File: src/rtl/firebird_ifetch.sv
// firebird_ifetch: single-outstanding instruction fetch stage with a one-entry output buffer
// and redirect flush that drops stale memory responses.
module firebird_ifetch #(
  parameter int PC_WIDTH = 32,
  parameter logic [PC_WIDTH-1:0] RESET_ADDR = '0
) (
  input  logic                clk,
  input  logic                ifu_reset_n,
  input  logic                redirect_valid,
  input  logic [PC_WIDTH-1:0] redirect_pc,
  output logic                imem_req,
  output logic [PC_WIDTH-1:0] imem_addr,
  input  logic                imem_gnt,
  input  logic                imem_rvalid,
  input  logic [PC_WIDTH-1:0] imem_rdata,
  input  logic                imem_err,
  output logic                inst_valid,
  input  logic                inst_ready,
  output logic [PC_WIDTH-1:0] inst_data,
  output logic [PC_WIDTH-1:0] inst_pc,
  output logic                inst_fault
);
  typedef enum logic [1:0] {IDLE, REQ, WAIT} state_t;
  state_t state, state_n;
  logic [PC_WIDTH-1:0] fetch_pc, fetch_pc_n, addr_n, data_n, pc_n;
  logic drop, drop_n, valid_n, fault_n;
  always_comb begin
    state_n = state;
    fetch_pc_n = fetch_pc;
    addr_n = imem_addr;
    drop_n = drop;
    valid_n = inst_valid && !inst_ready;
    data_n = inst_data;
    pc_n = inst_pc;
    fault_n = inst_fault;
    case (state)
      IDLE: if (!redirect_valid && (!inst_valid || inst_ready)) begin
        state_n = REQ;
        addr_n = fetch_pc;
      end
      REQ: begin
        if (imem_gnt) state_n = WAIT;
        if (redirect_valid) drop_n = 1'b1;
      end
      WAIT: if (imem_rvalid) begin
        state_n = IDLE;
        drop_n = 1'b0;
        if (!drop && !redirect_valid) begin
          data_n = imem_rdata;
          pc_n = imem_addr;
          fault_n = imem_err;
          valid_n = 1'b1;
          fetch_pc_n = fetch_pc + PC_WIDTH'(4);
        end
      end else if (redirect_valid) drop_n = 1'b1;
      default: state_n = IDLE;
    endcase
    // flush overrides any load or handshake in the same cycle
    if (redirect_valid) begin
      fetch_pc_n = redirect_pc & ~PC_WIDTH'(3);
      valid_n = 1'b0;
      fault_n = 1'b0;
    end
  end
  always_ff @(posedge clk or negedge ifu_reset_n) begin
    if (!ifu_reset_n) begin
      state <= IDLE;
      fetch_pc <= RESET_ADDR;
      imem_addr <= RESET_ADDR;
      drop <= 1'b0;
      imem_req <= 1'b0;
      inst_valid <= 1'b0;
      inst_data <= '0;
      inst_pc <= '0;
      inst_fault <= 1'b0;
    end else begin
      state <= state_n;
      fetch_pc <= fetch_pc_n;
      imem_addr <= addr_n;
      drop <= drop_n;
      imem_req <= state_n == REQ;
      inst_valid <= valid_n;
      inst_data <= data_n;
      inst_pc <= pc_n;
      inst_fault <= fault_n;
    end
  end
endmodule

File: config.mk
export PLATFORM = sky130hd
export DESIGN_NAME = firebird_ifetch
export DESIGN_NICKNAME = d
export VERILOG_FILES = /design/src/rtl/firebird_ifetch.sv
export SDC_FILE = /design/constraint.sdc
export NUM_CORES = 1
export LEC_CHECK = 0
export CAP_MARGIN = 15
export CORE_UTILIZATION = 40
export DETAILED_ROUTE_END_ITERATION = 6
export PLACE_DENSITY = 0.74
export SETUP_SLACK_MARGIN = 0.02
export SYNTH_ARGS = -nofsm -noshare
export SYNTH_HDL_FRONTEND = slang
export SYNTH_SLANG_ARGS = --single-unit
File: constraint.sdc
create_clock -name clk -period 2 [get_ports clk]
set_clock_uncertainty 0.2 [all_clocks]
set_input_delay 0.4 -clock clk [delete_from_list [all_inputs] [get_ports clk]]
set_output_delay 0.4 -clock clk [all_outputs]
set_load 0.01 [all_outputs]
Word-level counts from Yosys, hierarchy flattened:

Cells that the tools add are included.

* output and inout port bits: 99
* bits in registers: 134

* equal/unequal tests: 3
* muxes and demuxes: 19
* add/subtract/negate cells: 1
* reduce and logical (&&, ||, !) cells: 16

Operators with widths (count)
* two-way mux 32 bit: 4
* adder 32 x 3 -> 32 bit (second input constant): 1
* two-way mux 1 bit: 10
* nonzero test 2 bit: 4
* two-way mux 2 bit: 3
* case mux 2 bit (3 select lines): 1
* AND reduction 3 bit: 2
* == test 2 x 1 -> 1 bit (second input constant): 2
* zero test 1 bit: 4
* logical AND 1 bit: 3
* == test 2 bit (second input constant): 1
* zero test 2 bit: 1
* case mux 1 bit (2 select lines): 1
* AND reduction 2 bit: 1
* logical OR 1 bit: 1

Depth between registers and ports, before layout:

Gate-level depths: netlist (run 1).

* depth after elaboration: 6
* depth in mapped cells: 7

Worst setup path after synthesis (run 1):

Ideal clock, no wire load.

* kind: register -> register
* start point: register state[0]
* end point: register fetch_pc[31]
* cell stages (with the launch flop): 8
* library setup time: 125 ps
* period minus slack after synthesis: 2109 ps
* arrival time: 1785 ps
* path slack: -109 ps
* cell sequence: dfrtp_1 inv_1 ha_1 nand3b_4 nor4_4 nand4_1 xnor2_1 mux2_2

* cells in the longest elaborated chain, start to end: 3

Ends and longest elaborated chain
* start, declared: line 24 `state_t state, state_n;`
* start signal, assigned: line 77 `state <= state_n;`
* == test 2 bit: line 36 `case (state)`
* nonzero test 2 bit (no line)
* AND reduction 3 bit (no line)
* end signal, assigned: line 78 `fetch_pc <= fetch_pc_n;`
* end, declared: line 25 `logic [PC_WIDTH-1:0] fetch_pc, fetch_pc_n, addr_n, data_n, pc_n;`

Every way passes these cells.
A chain may end at the register's enable or synchronous reset.

Worst setup path after layout (run 1):

* start point: register state[0]
* end point: register fetch_pc[30]

Same word-level chain as after synthesis.

==> results.cfg, run 1 <==
[finish]
syn2layout_area_growth_pct = 51.58
fin_util_pct = 62.08
multi_input_area_mm2 = 0.002162
fillCellCount = 1023
num_antenna_cells = 0
drive_gt1_share_pct = 27.48
fin_nets = 689
final_area_mm2 = 0.008222
ff_latch_area_mm2 = 0.003203

[route]
route.vias.total = 3893
final_antenna_net_count = 0
dr.pass1.iters = 4
initialDrtViolationCount = 148
wirelength_um = 12350
via_per_inst = 4.854
drc = 0
routedWlPerCell_um = 15.40

[global_route]
antenna_found_initial = 0
grt_pass1_vias = 4087
grt-ovfl-total = 0
grt_usage_pct = 18.82
grt_max_degree = 46
grt_first_pass_wirelength_um = 20340

[sta]
setup_viol = 0
finalMaxSlewViolations = 0
finalWorstSetupSlack_ps = 3.813
whs_ps = 129.2
finalHoldViolCount = 0
fmax_ghz = 0.5010
period_needed_ps = 1996
rsz0062_at_grt = true
finalCritPeriodShare_pct = 99.81

[cts]
clock_sinks = 128
numCtsBuffers = 17
clk_pin_slew_ps = 50
cts_htree_levels = 4
cts-root-buf = clkbuf_16
clockBufferDepth = 2
clock_latency_ps = 410
cts_tree = built

[logic_synthesis]
avgSynthCellArea_um2 = 13.20
ys_ff_latch = 128
yosysWarnings = 0
synth_area_mm2 = 0.005424
netlist_instances = 411
synth.distinct_cells = 36
synth-seq-area-share_pct = 59.05

[setup_path]
cp_max_fo = 4
start_kind = flop
r2r-start = state[0]$_DFF_PN0_
path_cells = inv_2 -> ha_4 -> nand4b_1 -> nor3_4 -> nand4_1 -> xnor2_1 -> mux2_4
required_ps = 2090
cpPeakStageDelay_ps = 400
critPathArrivalTime_ps = 2090
ff2ff_setup_slack_ps = 4
path_class = flop to flop
critPathSlowestCell = dfrtp_1
critPathBufInv = 1
worstSetupEndpointType = flop
crit_start = state[0]$_DFF_PN0_
cp_top_family = simple AND/OR/NAND/NOR gates

[placed_design]
placedInstanceArea_mm2 = 0.007501
dpl.hpwl_um = 8736
pre_cts_ws_ps = -292.1
port_buffers = 163
place_congestion = 0.7664

[floorplan]
initial_core_util_pct = 40.96
rows = 42
die_area_mm2 = 0.01403
coreArea_mm2 = 0.01324
ios = 170
die_x_um = 118.4
dieHeight_um = 118.4

[pwr]
leakagePower_nw = 3.774
power.total_mw = 9.755
power_density_mw_per_mm2 = 1186
ir_worst_vdd_mv = 0.5345

[run]
drv_cap = 0

[outcome]
status = finished clean

[min_path]
min_path_type = input pin to flop
min_from = redirect_valid
-- report_power, final --
group / internal, mW / switching, mW / leakage, nW
registers: 3.27 / 0.454 / 1.65
logic: 1.84 / 1.09 / 1.85
clock network: 2.02 / 1.09 / 0.282
total: 7.12 / 2.63 / 3.77
-- state kept, by name, indices dropped and copies added (netlist names) --
signal,count
fetch_pc,30
drop,1
inst_data,32
state,2
inst_fault,1
inst_pc,30
imem_addr,30
inst_valid,1
imem_req,1
-- per-stage QoR --
stage | cells | setup TNS, ps
floorplan | 414 | 0
global placement | 760 | -19440
detailed placement | 760 | -22090
CTS | 794 | 0
global route | 802 | -761.8
finish | 802 | 0
-- final cells by class --
class                   count  share of cell area, %
flip-flops and latches    128                  38.96
multi-input cells         262                  26.30
repair buffers            200                  24.59
clock buffers              22                  5.646
well taps                 176                  2.678
clock inverters            10                  1.644
inverters                   4                 0.1826
-- path summary, 6_finish.rpt --
check | end | depth (start not counted)
max in group asynchronous | imem_addr[17]$_DFFE_PN0P_ | 3
setup reg to reg | fetch_pc[30]$_DFFE_PN0P_ | 7
setup / recovery | fetch_pc[30]$_DFFE_PN0P_ | 7
hold reg to reg | inst_pc[20]$_DFFE_PN0P_ | 1
hold / removal | inst_fault$_DFFE_PN0P_ | 2
min in group asynchronous | inst_data[5]$_DFFE_PN0P_ | 2
-- kinds of logic after synthesis --
logic type | Yosys count | share of synthesized area (%)
other | 1 | 0.06914
flip-flops | 128 | 59.05
AND/OR/NAND/NOR | 92 | 9.666
adder cells (fa/ha/maj) | 5 | 1.153
AO/OA/AOI/OAI | 38 | 3.714
multiplexers | 95 | 19.68
XOR/XNOR | 28 | 4.521
buffers and inverters | 24 | 2.145
-- synth_stat cells --
master,n,area [µm²]
nor3_4,2,32.53
inv_1,4,15.01
nor3_1,2,10.01
and4_1,4,35.03
nor2_2,1,6.260
nor4_4,1,21.27
o21ai_1,4,20.02
conb_1,1,3.750
mux2i_1,2,20.02
o21ai_0,26,130.1
nand4b_1,1,8.760
ha_1,5,62.56
nand2_1,40,150.1
o211ai_1,2,15.01
or3_1,1,6.260
nor2b_1,3,18.77
nand2b_1,1,6.260
nor3_2,2,20.02
nand3_2,2,20.02
mux2_2,93,1047
buf_4,4,30.03
and3_1,7,43.79
nand3_1,10,50.05
a21oi_1,3,15.01
and2_1,1,6.260
nand3b_4,1,20.02
clkbuf_1,7,26.28
a211oi_1,1,7.510
nor2_1,5,18.77
a31oi_1,1,6.260
xor2_1,21,183.9
xnor2_1,7,61.31
dfrtp_1,128,3203
a21boi_0,1,7.510
nand4_1,8,50.05
buf_2,9,45.04
-- routing by layer --
metal	GRT usage, %	up-vias	share of wire (%)
met4	8.070	0	1.8
met5	0	-	0
li1	-	1842	-
met3	5.647	20	6.4
met2	30.77	125	49
met1	23.11	1906	42
-- layout by cell type, fill, tap and decap left out, types with 2 or more instances in the layout --
master / n
a21oi_1: 3
and3_1: 7
and4_1: 4
buf_12: 7
buf_4: 29
bufinv_16: 3
clkbuf_1: 3
clkbuf_16: 17
clkbuf_8: 2
clkdlybuf4s50_1: 149
clkinv_2: 3
clkinvlp_4: 4
conb_1: 4
dfrtp_1: 128
dlymetal6s2s_1: 11
ha_1: 4
inv_1: 3
mux2_2: 92
mux2i_1: 2
nand2_1: 40
nand3_1: 9
nand3_2: 2
nand4_1: 8
nor2_1: 5
nor2b_1: 3
nor3_1: 2
nor3_4: 4
o211ai_1: 2
o21ai_0: 18
o21ai_1: 12
xnor2_1: 7
xor2_1: 21
-- timing repair --
item / 4_1_cts / 5_1_grt
buffers inserted: 1 / 8
hold endpoints to repair: 38 / 0
pin swaps: 3 / 10
resized for setup: 1 / 22
hold buffers: 1 / 0
endpoints found under the setup margin: 6 / 28
No activity file was read; power rests on OpenSTA's default activity.
==> inputs of run 2 (changes only) <==
--- a/config.mk
+++ b/config.mk
@@ -7,7 +7,9 @@
 export LEC_CHECK = 0
 export CAP_MARGIN = 15
 export CORE_UTILIZATION = 40
+export CTS_CLUSTER_DIAMETER = 40
 export DETAILED_ROUTE_END_ITERATION = 6
+export GPL_ROUTABILITY_DRIVEN = 0
 export PLACE_DENSITY = 0.74
 export SETUP_SLACK_MARGIN = 0.02
 export SYNTH_ARGS = -nofsm -noshare
==> results of run 2 <==
No change in the layout: final DEF, timing and power equal those of run 1.
==> inputs of run 3 (changes only) <==
--- a/config.mk
+++ b/config.mk
@@ -15,3 +15,4 @@
 export SYNTH_ARGS = -nofsm -noshare
 export SYNTH_HDL_FRONTEND = slang
 export SYNTH_SLANG_ARGS = --single-unit
+export TNS_END_PERCENT = 50
==> results.cfg, run 3 (synthesized netlist as in run 1, its figures left out) <==
[route]
routedLengthMet1_um = 5216
drc = 0
final_antenna_net_count = 0
initialDrtViolationCount = 159
via_per_inst = 4.867
wl_met3_um = 792
dr.pass1.iters = 4
wirelength_um = 12360
met2_length_um = 6125
topRoutingLayerUsed = met4
routedWlPerCell_um = 15.41
route.vias.total = 3903

[floorplan]
ios = 170
rows = 42
initial_core_util_pct = 40.96
die_area_mm2 = 0.01403
coreArea_mm2 = 0.01324
die_x_um = 118.4
dieHeight_um = 118.4

[finish]
regMostFlops = inst_data
drive_gt1_share_pct = 27.48
final_cell_mix = 149 x clkdlybuf4s50_1, 128 x dfrtp_1, 92 x mux2_2, 40 x nand2_1, 29 x buf_4
fin_util_pct = 62.11
fillCellCount = 1021
largest_reg_flops = 32
multi_input_area_mm2 = 0.002162
num_antenna_cells = 0
final_area_mm2 = 0.008225
ff_latch_area_mm2 = 0.003203
syn2layout_area_growth_pct = 51.65
final_common_cell = clkdlybuf4s50_1
fin_nets = 689

[cts]
cts_htree_levels = 4
numCtsBuffers = 17
clock_sinks = 128
cts_tree = built
clockBufferDepth = 2
clock_latency_ps = 410
clk_pin_slew_ps = 50
cts-root-buf = clkbuf_16

[setup_path]
start_kind = flop
cpPeakStageDelay_ps = 400
cp_max_fo = 4
path_cells = inv_2 -> ha_4 -> nand4b_1 -> nor3_4 -> nand4_1 -> xnor2_1 -> mux2_4
required_ps = 2090
critPathSlowestCell = dfrtp_1
critPathArrivalTime_ps = 2090
worstSetupEndpointType = flop
path_class = flop to flop

[sta]
finalCritPeriodShare_pct = 99.82
rsz0062_at_grt = true
setup_viol = 0
finalMaxSlewViolations = 0
fmax_ghz = 0.5009
finalHoldViolCount = 0
whs_ps = 129.3
period_needed_ps = 1996
setup_tns_ps = 0

[global_route]
grt_usage_pct = 18.82
grt_pass1_vias = 4084
grt_first_pass_wirelength_um = 20340
grt_max_degree = 46
grt-ovfl-total = 0
antenna_found_initial = 0

[placed_design]
dpl.hpwl_um = 8736
placedInstanceArea_mm2 = 0.007501
port_buffers = 163

[pwr]
power_density_mw_per_mm2 = 1186
leakagePower_nw = 3.785
ir_worst_vdd_mv = 0.5345

[run]
drv_cap = 0

[min_path]
min_path_type = input pin to flop

[outcome]
status = finished clean
[run 3: cell count changes in the layout (fill, tap and decap cells not counted)]
cell | before | now
o21ai_0 | 18 | 20
o21ai_1 | 12 | 10
dlygate4sd2_1 | 1 | 0
dlymetal6s2s_1 | 11 | 12
[run 3: worst paths after layout]
check / slack, ps / end / depth (start not counted) / start
setup / recovery: 4 / fetch_pc[30]$_DFFE_PN0P_ / 7 / state[0]$_DFF_PN0_
max in group asynchronous: 730 / imem_addr[17]$_DFFE_PN0P_ / 3 / ifu_reset_n
min in group asynchronous: 290 / inst_data[5]$_DFFE_PN0P_ / 2 / ifu_reset_n
hold reg to reg: 300 / inst_pc[20]$_DFFE_PN0P_ / 1 / inst_pc[20]$_DFFE_PN0P_
hold / removal: 130 / inst_fault$_DFFE_PN0P_ / 2 / redirect_valid
setup reg to reg: 4 / fetch_pc[30]$_DFFE_PN0P_ / 7 / state[0]$_DFF_PN0_
[run 3: critical path: cells and delay by family, from the launching register on]
| kind | cells | cell delay [ps] |
|---|---|---|
| AND/OR/NAND/NOR | 3 | 620 |
| flip-flops | 1 | 400 |
| multiplexers | 1 | 260 |
| adder cells (fa/ha/maj) | 1 | 160 |
| XOR/XNOR | 1 | 160 |
| buffers and inverters | 1 | 90 |
[run 3: layer usage]
metal	vias up	global-route usage (%)
met5	-	0
met4	0	8.070
met3	20	5.647
met2	125	30.77
met1	1914	23.11
li1	1844	-
[run 3: repair_timing]
item / 4_1_cts / 5_1_grt
buffers inserted: 0 / 9
hold endpoints to repair: 38 / 0
setup endpoints to repair: 6 / 27
gates resized for setup: 0 / 21
hold buffers: 1 / 0
pin swaps: 2 / 11
[run 3: area by class of cell]
class | count | area share [%]
clock buffer | 22 | 5.643
clock inverter | 10 | 1.643
inverter | 4 | 0.1825
multi-input combinational | 262 | 26.29
sequential | 128 | 38.94
tap | 176 | 2.677
timing repair buffer | 200 | 24.63
[run 3: metrics by stage]
step / power (mW) / cells / setup slack (ps)
after floorplan: 4.942 / 414 / 28.25
after detailed placement: 6.714 / 760 / -292.1
final: 9.757 / 802 / 3.670
after global routing: 10.24 / 802 / -96.25
after CTS: 9.859 / 793 / 13.33
after global placement: 6.601 / 760 / -263.3
[run 3: power breakdown]
part | internal [mW] | switching [mW]
clock network | 2.02 | 1.09
registers | 3.27 | 0.454
logic | 1.84 | 1.09
